File: src/rtl/pattern_scan_ctrl.sv
// Scan controller: serialises a word MSB-first through a "1011" Mealy detector.
// Build option OVERLAP_EN: a trailing '1' of a match may seed the next match.
module pattern_scan_ctrl #(
    parameter int WIDTH = 16,
    parameter int CNT_W = 5,
    parameter int POS_W = 4
) (
    input  logic             clk,
    input  logic             rst,
    input  logic             start,
    input  logic [WIDTH-1:0] data_in,
    input  logic             abort,
    output logic             ready,
    output logic             busy,
    output logic             done,
    output logic [CNT_W-1:0] match_count,
    output logic [POS_W-1:0] first_pos,
    output logic             hit
);

    localparam logic [1:0] ST_IDLE  = 2'd0;
    localparam logic [1:0] ST_SHIFT = 2'd1;
    localparam logic [1:0] ST_DONE  = 2'd2;

    localparam logic [1:0] DET_S0 = 2'd0;
    localparam logic [1:0] DET_S1 = 2'd1;
    localparam logic [1:0] DET_S2 = 2'd2;
    localparam logic [1:0] DET_S3 = 2'd3;

    localparam logic [POS_W-1:0] K_LAST  = POS_W'(WIDTH - 1);
    localparam logic [CNT_W-1:0] CNT_MAX = '1;

    logic [1:0]       state_q, state_d;
    logic [1:0]       det_q, det_d;
    logic [WIDTH-1:0] sreg_q, sreg_d;
    logic [POS_W-1:0] k_q, k_d;
    logic [CNT_W-1:0] count_q, count_d;
    logic [POS_W-1:0] first_q, first_d;

    logic       bit_in;
    logic       match;
    logic [1:0] det_next;

    assign bit_in = sreg_q[WIDTH-1];
    assign match  = (det_q == DET_S3) && bit_in;

    always_comb begin
        det_next = DET_S0;
        case (det_q)
            DET_S0: det_next = bit_in ? DET_S1 : DET_S0;
            DET_S1: det_next = bit_in ? DET_S1 : DET_S2;
            DET_S2: det_next = bit_in ? DET_S3 : DET_S0;
`ifdef OVERLAP_EN
            DET_S3: det_next = bit_in ? DET_S1 : DET_S2;
`else
            DET_S3: det_next = bit_in ? DET_S0 : DET_S2;
`endif
            default: det_next = DET_S0;
        endcase
    end

    always_comb begin
        state_d = state_q;
        det_d   = det_q;
        sreg_d  = sreg_q;
        k_d     = k_q;
        count_d = count_q;
        first_d = first_q;
        case (state_q)
            ST_IDLE: begin
                if (start) begin
                    sreg_d  = data_in;
                    k_d     = '0;
                    count_d = '0;
                    first_d = '0;
                    det_d   = DET_S0;
                    state_d = ST_SHIFT;
                end
            end
            ST_SHIFT: begin
                if (abort) begin
                    state_d = ST_IDLE;
                    det_d   = DET_S0;
                    k_d     = '0;
                    count_d = '0;
                    first_d = '0;
                end else begin
                    det_d  = det_next;
                    sreg_d = {sreg_q[WIDTH-2:0], 1'b0};
                    k_d    = k_q + 1'b1;
                    if (match) begin
                        if (count_q != CNT_MAX) begin
                            count_d = count_q + 1'b1;
                        end
                        // count_q==0 means this is the scan's first match
                        if (count_q == '0) begin
                            first_d = k_q;
                        end
                    end
                    if (k_q == K_LAST) begin
                        k_d     = '0;
                        state_d = ST_DONE;
                    end
                end
            end
            ST_DONE: state_d = ST_IDLE;
            default: state_d = ST_IDLE;
        endcase
    end

    always_ff @(posedge clk or posedge rst) begin
        if (rst) begin
            state_q <= ST_IDLE;
            det_q   <= DET_S0;
            sreg_q  <= '0;
            k_q     <= '0;
            count_q <= '0;
            first_q <= '0;
        end else begin
            state_q <= state_d;
            det_q   <= det_d;
            sreg_q  <= sreg_d;
            k_q     <= k_d;
            count_q <= count_d;
            first_q <= first_d;
        end
    end

    assign ready       = (state_q == ST_IDLE);
    assign busy        = (state_q == ST_SHIFT);
    assign done        = (state_q == ST_DONE);
    assign match_count = count_q;
    assign first_pos   = first_q;
    assign hit         = (count_q != '0);

endmodule

File: config.mk
export PLATFORM = sky130hd
export DESIGN_NAME = pattern_scan_ctrl
export DESIGN_NICKNAME = d
export VERILOG_FILES = /design/src/rtl/pattern_scan_ctrl.sv
export SDC_FILE = /design/constraint.sdc
export NUM_CORES = 1
export LEC_CHECK = 0
export CAP_MARGIN = 20
export CORE_MARGIN = 2
export CORE_UTILIZATION = 48
export CTS_BUF_LIST = sky130_fd_sc_hd__clkbuf_4 sky130_fd_sc_hd__clkbuf_8
export CTS_CLUSTER_SIZE = 20
export DETAILED_ROUTE_END_ITERATION = 10
export GPL_TIMING_DRIVEN = 1
export PLACE_DENSITY_LB_ADDON = 0.3
export SYNTH_ARGS = -nofsm -noshare
export SYNTH_HDL_FRONTEND = slang
export SYNTH_SLANG_ARGS = --single-unit
File: constraint.sdc
create_clock -name clk -period 1.75 [get_ports clk]
set_input_delay 0.35 -clock clk [delete_from_list [all_inputs] [get_ports clk]]
set_output_delay 0.35 -clock clk [all_outputs]
set_load 0.005 [all_outputs]
==> results_dict.tcl <==
set metrics [dict create \
    status "finished with violations" \
    violations "negative setup slack" \
    drcViolationCount 0 \
    ys_warn_count 0 \
    maxCapViolations 0 \
    start_util_pct 50.1 \
    worst_slew_pin_slew_ns 0.414 \
    path_delay_family "simple AND/OR/NAND/NOR gates" \
    end_kind "output port" \
    crit_chain "inv_1 -> ha_1 -> or4b_4 -> buf_6" \
    rsz0062_at_grt "true" \
    slew_headroom_pct 72.4 \
    ant_nets 0 \
    clk_transition_reported_paths_ns 0.11 \
    synthCells 157 \
    utilization_pct 69.0 \
    synth_cell_type_count 37 \
    fp.coreArea_um2 3340 \
    nFillCells 272 \
    hold_viol_final 0 \
    vias_per_cell 5.72 \
    ys_ff_latch 33 \
    path_depth 4 \
    cts.sinks 33 \
    ff2ff_path_depth 8 \
    cp.required_ns 1.40 \
    finalSetupViolCount 10 \
    syn_area_per_cell_um2 10.6 \
    hold_class "in -> async" \
    area_growth_pct 37.9 \
    routed-via-count 1469 \
    cts_buffers 5 \
    grt_max_degree 34 \
    critPathArrivalTime_ns 1.51 \
    postCtsHoldBufs 0 \
    grt_pass1_vias 1489 \
    gp_congestion 0.750 \
    die_area_um2 3970 \
    hpwl_mm 2.64 \
    cts_max_level 2 \
    max_freq_mhz 538 \
    skew_ns 0.0115 \
    wl_per_cell_um 15.0 \
    drive_above_1_share_pct 20.9 \
    portBuffers 32 \
    num_rows 21 \
    max_stage_delay_ns 0.47 \
    clock_path_buffers 2 \
    post-route-period-util_pct 106 \
    postPlaceCellArea_um2 2180 \
    power.density_nw_per_um2 874 \
    reg2reg_slack_ns -0.09 \
    crit_fanout 2 \
    die_x_um 63.0 \
    crit_type "reg -> out" \
    drtIter0Drc 72 \
    design_area_um2 2300 \
    wl_mm 3.86 \
    timing.final.ws_setup_ns -0.110 \
    die_h_um 63.0 \
    clk_latency_ns 0.34 \
    netlist_area_um2 1670 \
    ir_worst_vdd_mv 0.637 \
    rr_endpoint "match_count[2]" \
    holdWs_ns 0.396 \
    crit_slowest_cell "or4b_4" \
    rr_startpoint "match_count[0]" \
    synth_edf_count 0 \
    cts_tree "done" \
    ctsRootBufferMaster "clkbuf_4" \
    power_mw 2.01 \
    ys_seq_area_share_pct 49.4 \
    async_reset_ff_share_pct 100 \
    slew_violations 0 \
    start_kind "flip-flop" \
    grt_pass1_wl_mm 6.80 \
    grt_use_total_pct 21.9 \
    gr-total-overflow 0 \
    antenna_found_initial 0 \
    fin_crit_ns 1.86 \
    antenna_cells 0 \
    nNetsFinal 234 \
    synth_flop_cell "dfrtp_1" \
    synthesis.nets 181 \
    leakagePower_nw 1.10 \
    path_buf_inv 2 \
    ios 33 \
    firstDrtPassIters 4 \
]
==> sequential cells by signal (all words and copies together), names as in the netlist <==
register     cells
state_q          2
first_pos        4
k_q              4
match_count      5
det_q            2
sreg_q          16
==> Yosys cell counts (4+ instances only) <==
master,n,area [um^2]
dfrtp_1,33,826
nor3_1,16,80.1
a21oi_1,15,75.1
mux2i_1,15,150
nand2_1,8,30.0
inv_1,7,26.3
buf_2,6,30.0
nand3_1,6,30.0
a221o_1,4,40.0
a31oi_1,4,25.0
ha_1,4,50.1
o211a_1,4,40.0
==> cell type report <==
type / instances / area (um^2) / share of cell area, %
multi-input cells: 107 / 787 / 34.2
repair buffers: 56 / 534 / 23.2
clock inverters: 1 / 5.00 / 0.217
clock buffers: 7 / 65.1 / 2.82
well taps: 46 / 57.6 / 2.50
inverters: 7 / 26.3 / 1.14
flip-flops and latches: 33 / 828 / 36.0
==> cell usage in the layout (no fill, tap or decap), types with 3 or more instances in the layout <==
cell / instances
clkbuf_4: 5
a21oi_1: 15
a31oi_1: 4
inv_1: 7
nand2_1: 8
a221o_1: 4
buf_4: 21
mux2i_1: 15
clkdlybuf4s50_1: 28
nand3_1: 6
a32o_1: 3
o21ai_0: 3
o211a_1: 4
dfrtp_1: 31
ha_1: 3
nor3_1: 15
a21o_1: 3
==> kinds of logic after synthesis <==
logic type,synth area share [%]
adders and majority gates,3.00
buffers and inverters,4.72
muxes,8.99
AOI/OAI and AO/OA,17.8
DFF,49.4
and+or+nand+nor,16.1
==> metal layers <==
| metal | share of wire, % | track usage (%) | up-vias |
|---|---|---|---|
| met5 | 0 | 0 | - |
| met3 | 5.2 | 7.03 | 8 |
| met2 | 49 | 35.4 | 52 |
| li1 | - | - | 699 |
| met4 | 1.1 | 6.94 | 0 |
| met1 | 44 | 27.8 | 710 |
==> worst min-delay path, stage by stage <==
cell	delay (ns)
clkdlybuf4s50_1	0.40
inv_1	0.05
buf_4	0.37
==> worst max-delay path by stage <==
stage / start / endpoint / slack [ns]
5_1_grt: match_count[0] / hit / -0.20
2_1_floorplan: match_count[0] / first_pos[1] / 0.01
3_3_place_gp: abort / first_pos[2] / -0.08
6_report: match_count[0] / hit / -0.11
4_1_cts: match_count[0] / hit / -0.13
3_5_place_dp: abort / first_pos[0] / -0.16
==> metrics by stage <==
stage	worst slack [ns]	cells	setup TNS (ns)
2_1_floorplan	0.0123	157	0
3_3_place_gp	-0.0848	246	-0.977
3_5_place_dp	-0.160	246	-2.05
4_1_cts	-0.129	257	-0.489
5_1_grt	-0.200	257	-1.38
6_report	-0.110	257	-0.564
==> report_power, final <==
part | total (mW) | internal (mW) | switching [mW]
clock network | 0.493 | 0.233 | 0.260
logic | 0.527 | 0.276 | 0.251
registers | 0.995 | 0.898 | 0.0971
==> what timing repair did <==
item / in CTS / in global routing
pin swaps: 1 / 0
setup endpoints to repair: 13 / 13
resized for setup: 12 / 4
setup buffers: 3 / 0
Power figures use the tool's default switching activity.
